==> config.mk <==
export PLATFORM = sky130hd
export DESIGN_NAME = alu_scalar_arbiter
export DESIGN_NICKNAME = d
export VERILOG_FILES = /design/src/rtl/alu_scalar_arbiter.sv
export SDC_FILE = /design/constraint.sdc
export NUM_CORES = 1
export LEC_CHECK = 0
export BUFFER_PORTS_ARGS = -buffer_cell sky130_fd_sc_hd__buf_2
export CORE_AREA = 5 5 160 162
export DETAILED_ROUTE_END_ITERATION = 16
export DIE_AREA = 0 0 165 167
export PLACE_DENSITY_LB_ADDON = 0.25
export SYNTH_ARGS = -nofsm -noshare
export SYNTH_HDL_FRONTEND = slang
export SYNTH_SLANG_ARGS = --single-unit
==> constraint.sdc <==
create_clock -name clk_i -period 4.2 [get_ports clk_i]
set_clock_uncertainty 0.15 [all_clocks]
set_input_delay 0.63 -clock clk_i [delete_from_list [all_inputs] [get_ports clk_i]]
set_output_delay 0.63 -clock clk_i [all_outputs]
set_load 0.1 [all_outputs]
==> src/rtl/alu_scalar_arbiter.sv <==
// alu_scalar_arbiter: shares one external scalar ALU between NREQ requesters.
// Round-robin grant in IDLE, operands held in EXEC for ALU_LAT+1 cycles,
// result/flags returned to the granted requester in RESP.
// Optional per-requester accept counters: define ALU_ARB_STATS_EN.
//
//   state | meaning
//   IDLE  | waiting for any req_valid, grants combinationally
//   EXEC  | latched operands on alu_*, lat_cnt counting down to capture
//   RESP  | result held on resp_c/resp_nzvc until resp_ready of grantee
module alu_scalar_arbiter #(
  parameter int N       = 32,
  parameter int NREQ    = 4,
  parameter int ALU_LAT = 0
) (
  input  logic                clk_i,
  input  logic                rst_i,
  input  logic [NREQ-1:0]     req_valid_i,
  output logic [NREQ-1:0]     req_ready_o,
  input  logic [NREQ*N-1:0]   req_a_i,
  input  logic [NREQ*N-1:0]   req_b_i,
  input  logic [NREQ*3-1:0]   req_sel_i,
  output logic [NREQ-1:0]     resp_valid_o,
  input  logic [NREQ-1:0]     resp_ready_i,
  output logic [N-1:0]        resp_c_o,
  output logic [3:0]          resp_nzvc_o,
  output logic [N-1:0]        alu_a_o,
  output logic [N-1:0]        alu_b_o,
  output logic [2:0]          alu_sel_o,
  input  logic [N-1:0]        alu_c_i,
  input  logic [3:0]          alu_nzvc_i,
  output logic                busy_o
`ifdef ALU_ARB_STATS_EN
  , output logic [NREQ*16-1:0] grant_cnt_o
`endif
);

  localparam int PW = (NREQ > 1) ? $clog2(NREQ) : 1;
  localparam int LW = (ALU_LAT > 0) ? $clog2(ALU_LAT + 1) : 1;

  localparam logic [1:0] S_IDLE = 2'd0;
  localparam logic [1:0] S_EXEC = 2'd1;
  localparam logic [1:0] S_RESP = 2'd2;

  logic [1:0]    state_q;
  logic [PW-1:0] rr_ptr_q;
  logic [PW-1:0] gid_q;
  logic [LW-1:0] lat_q;
  logic [N-1:0]  a_q, b_q, resp_c_q;
  logic [2:0]    sel_q;
  logic [3:0]    resp_nzvc_q;

  logic          gnt_found;
  logic [PW-1:0] gnt_idx;
  logic [PW-1:0] gnt_next;
  logic          accept;

  // Round-robin search starting at rr_ptr; wrap is explicit so NREQ need not be a power of two
  always_comb begin
    logic [PW:0]   sum;
    logic [PW-1:0] cand;
    gnt_found = 1'b0;
    gnt_idx   = '0;
    sum       = '0;
    cand      = '0;
    for (int k = 0; k < NREQ; k++) begin
      sum = {1'b0, rr_ptr_q} + (PW+1)'(k);
      if (sum >= (PW+1)'(NREQ)) sum = sum - (PW+1)'(NREQ);
      cand = sum[PW-1:0];
      if (!gnt_found && req_valid_i[cand]) begin
        gnt_found = 1'b1;
        gnt_idx   = cand;
      end
    end
  end

  assign accept   = (state_q == S_IDLE) && gnt_found;
  assign gnt_next = (gnt_idx == PW'(NREQ - 1)) ? '0 : gnt_idx + 1'b1;

  assign req_ready_o  = accept ? (NREQ'(1) << gnt_idx) : '0;
  assign resp_valid_o = (state_q == S_RESP) ? (NREQ'(1) << gid_q) : '0;
  assign resp_c_o     = resp_c_q;
  assign resp_nzvc_o  = resp_nzvc_q;
  assign alu_a_o      = (state_q == S_EXEC) ? a_q : '0;
  assign alu_b_o      = (state_q == S_EXEC) ? b_q : '0;
  assign alu_sel_o    = (state_q == S_EXEC) ? sel_q : 3'b000;
  assign busy_o       = (state_q == S_EXEC) || (state_q == S_RESP);

  // Control FSM with operand latch, latency countdown and result capture
  always_ff @(posedge clk_i or posedge rst_i) begin
    if (rst_i) begin
      state_q     <= S_IDLE;
      rr_ptr_q    <= '0;
      gid_q       <= '0;
      lat_q       <= '0;
      a_q         <= '0;
      b_q         <= '0;
      sel_q       <= 3'b000;
      resp_c_q    <= '0;
      resp_nzvc_q <= 4'b0000;
    end else begin
      case (state_q)
        S_IDLE: begin
          if (gnt_found) begin
            a_q      <= req_a_i[int'(gnt_idx)*N +: N];
            b_q      <= req_b_i[int'(gnt_idx)*N +: N];
            sel_q    <= req_sel_i[int'(gnt_idx)*3 +: 3];
            gid_q    <= gnt_idx;
            rr_ptr_q <= gnt_next;
            lat_q    <= LW'(ALU_LAT);
            state_q  <= S_EXEC;
          end
        end
        S_EXEC: begin
          if (lat_q == '0) begin
            resp_c_q    <= alu_c_i;
            resp_nzvc_q <= alu_nzvc_i;
            state_q     <= S_RESP;
          end else begin
            lat_q <= lat_q - 1'b1;
          end
        end
        S_RESP: begin
          if (resp_ready_i[gid_q]) state_q <= S_IDLE;
        end
        default: state_q <= S_IDLE;
      endcase
    end
  end

`ifdef ALU_ARB_STATS_EN
  logic [15:0] gcnt_q [NREQ];

  // Per-requester accept counters, wrap naturally at 16 bits
  always_ff @(posedge clk_i or posedge rst_i) begin
    if (rst_i) begin
      for (int i = 0; i < NREQ; i++) gcnt_q[i] <= 16'h0000;
    end else if (accept) begin
      gcnt_q[gnt_idx] <= gcnt_q[gnt_idx] + 16'h0001;
    end
  end

  for (genvar gi = 0; gi < NREQ; gi++) begin : g_cnt_out
    assign grant_cnt_o[gi*16 +: 16] = gcnt_q[gi];
  end
`endif

endmodule

==> results.tsv <==
stage	metric	value	unit
cts	clock_path_buffers	2	
synthesis	syn-instance-count	823	
critical_path	cp-end-kind	output port	
detailed_routing	dr.pass1.iters	5	
detailed_routing	vias	7742	
critical_path	crit_arrival	2860	ps
critical_path	critical_path_depth	6	
synthesis	synth_seq_area_share	35.8	%
global_routing	grt_max_degree	79	
sta	max_freq	274	MHz
synthesis	synth_area_leaders	dfrtp_1, and2_1, a41oi_2	
detailed_routing	ant_nets	0	
cts	hold_buffers	0	
critical_path	crit_required	3420	ps
cts	cts_setup_buffers	0	
detailed_routing	wire_per_inst	19.0	um
critical_path	crit_type	flop to output port	
cts	cts_tree	done	
final_layout	final_common_cell	buf_2	
outcome	status	finished, final reports clean	
sta	final.setup.tns	0	ps
pwr	leakage	4.99	nW
placed_design	dp_cells	1495	
final_layout	fill_cells	2477	
sta	finalSetupViolCount	0	
detailed_routing	wirelength	28.8	mm
critical_path	critPathBufInv	2	
die	die_w	165	um
cts	cts-buffers-inserted	9	
critical_path	worstSetupStartpointType	flop	
synthesis	synth-compound-area-share	24.1	%
pwr	power_density	934	mW/mm^2
synthesis	synth_mux_area_share	5.88	%
cts	cts_max_level	3	
worst_hold_path	hp-class	input pin to asynchronous set/reset pin	
synthesis	ys_ff_latch	109	
final_layout	postLayoutCellArea	0.0102	mm^2
synthesis	synth_top_area_share	35.8	%
synthesis	yosys.area_share.simple	27.2	%
synthesis	yosys_most_used_dff	dfrtp_1	
critical_path	crit_chain	inv_1, ha_1, nor2b_4, o21ai_0, nor2_1, buf_2	
sta	period_minus_slack	3640	ps
placed_design	portBuffers	425	
global_routing	grt_pass1_vias	7618	
pwr	ir_worst_vdd	0.560	mV
sta	finalHoldViolations	0	
global_routing	grtUsageTotal	19.8	%
final_layout	layout.nets	1501	
synthesis	syn_nets	1142	
die	dieArea	0.0276	mm^2
placed_design	place_area	0.00990	mm^2
final_layout	drive_gt1_share	46.3	%
final_layout	fin_cells	1515	
synthesis	synth_edf_count	0	
sta	drv_slew	0	
die	io_pins	426	
die	die_y	167	um
synthesis	synth.distinct_cells	41	
sta	period_share	86.7	%
detailed_routing	routed_via_density	5.11	
cts	clockRootBuffer	clkbuf_16	
cts	cts_resized	0	
die	fp-row-count	57	
placed_design	gp_congestion	0.841	
synthesis	yosys.area.top_type	dfrtp_1	
die	core_area	0.0240	mm^2
final_layout	final_cell_mix	buf_2, and2_1, nand3_1, dfrtp_1, and3_1	
cts	clk_latency	340	ps
critical_path	max_stage_delay	930	ps
global_routing	grt_overflow	0	
synthesis	yosysWarnings	0	
synthesis	synth_area	0.00762	mm^2
synthesis	synthAdderAreaFrac	0.821	%
placed_design	hpwl	20.7	mm
global_routing	antenna_found_initial	6	
cts	cts.sink_count	109	
sta	timing.slew.headroom	24.4	%
die	initial_core_util	31.8	%
synthesis	synth_top_family_by_area	simple AND/OR/NAND/NOR gates	
critical_path	ff2ff_path_depth	6	
sta	worst_pin_slew	1130	ps
detailed_routing	drtIter0Drc	411	
final_layout	final_util	42.6	%
detailed_routing	post-route-drc-count	0	
synthesis	synthArstFlopShare	100	%
cts	cts.clk_slew.worst_paths	90	ps
sta	rsz0062_at_grt	no	
synthesis	synth_area_per_cell	9.26	um^2
global_routing	grt_pass1_wl	43.6	mm
final_layout	area_delta_synth_final	33.9	%
run	cap_violations	0	
synthesis	synth_xor_area_share	0	%
critical_path	cp_slowest_cell	nor2b_4	
critical_path	path_max_fanout	35	
critical_path	crit_family	simple AND/OR/NAND/NOR gates	
-- synth_stat cells, types with 3 or more instances --
library cell / number
dfrtp_1: 109
nor2b_1: 5
buf_1: 5
clkbuf_2: 3
o21ai_1: 33
nor2_1: 3
inv_1: 5
mux2_2: 36
o21ai_0: 38
clkbuf_1: 51
nand3_1: 132
buf_6: 8
a21boi_0: 66
ha_1: 5
and3_1: 67
buf_4: 4
a41oi_1: 25
a41oi_2: 41
nand2_1: 7
buf_2: 20
a21oi_1: 3
and2_1: 134
-- power by group --
group	total, mW	internal [mW]	switching (mW)
sequential	1.82	1.58	0.245
combinational	6.85	1.63	5.22
clock	0.857	0.419	0.438
total	9.53	3.63	5.90
-- state kept, by name (all words and copies together) (netlist names) --
register / flops
a_q: 32
b_q: 32
resp_c_o: 32
resp_nzvc_o: 4
sel_q: 3
gid_q: 2
rr_ptr_q: 2
state_q: 2
-- final timing paths --
kind / startpoint / to / slack [ps]
worst max-delay path: state_q[1] / req_ready_o[2] / 560
worst min-delay path: rst_i / resp_c_o[13] / 190
worst max register to register: state_q[1] / b_q[30] / 1230
worst min register to register: resp_c_o[28] / resp_c_o[28] / 350
max in group asynchronous: rst_i / a_q[22] / 2910
min in group clk_i: req_b_i[17] / b_q[17] / 340
-- area by class of cell --
class	instances	area (um^2)	share of cell area (%)
inverter	6	27.5	0.270
sequential	109	2730	26.7
tap	324	405	3.97
clock inverter	7	65.1	0.638
timing repair buffer	439	2260	22.1
clock buffer	9	225	2.21
multi-input combinational	617	4480	43.9
antenna	4	10.0	0.0981
-- logic make-up after synthesis --
| kind of cell | count (synthesis) |
|---|---|
| buf+inv | 97 |
| fa+ha+maj | 5 |
| compound gates | 214 |
| mux | 39 |
| simple gates | 359 |
| flops | 109 |
-- layer usage --
layer | wire length (um) | track usage [%] | vias up
met4 | 472 | 5.14 | 2
met5 | 13 | 0 | -
met3 | 2010 | 4.37 | 31
met2 | 14300 | 33.4 | 272
li1 | - | - | 3741
met1 | 11900 | 25.7 | 3696
-- per-stage QoR --
step,worst slack (ps),power [mW],hold slack [ps]
2_1_floorplan,546,7.47,370
3_3_place_gp,812,8.67,333
3_5_place_dp,789,8.75,340
4_1_cts,492,9.64,201
5_1_grt,287,10.1,220
6_report,557,9.53,187
No activity file was read; power rests on OpenSTA's default activity.
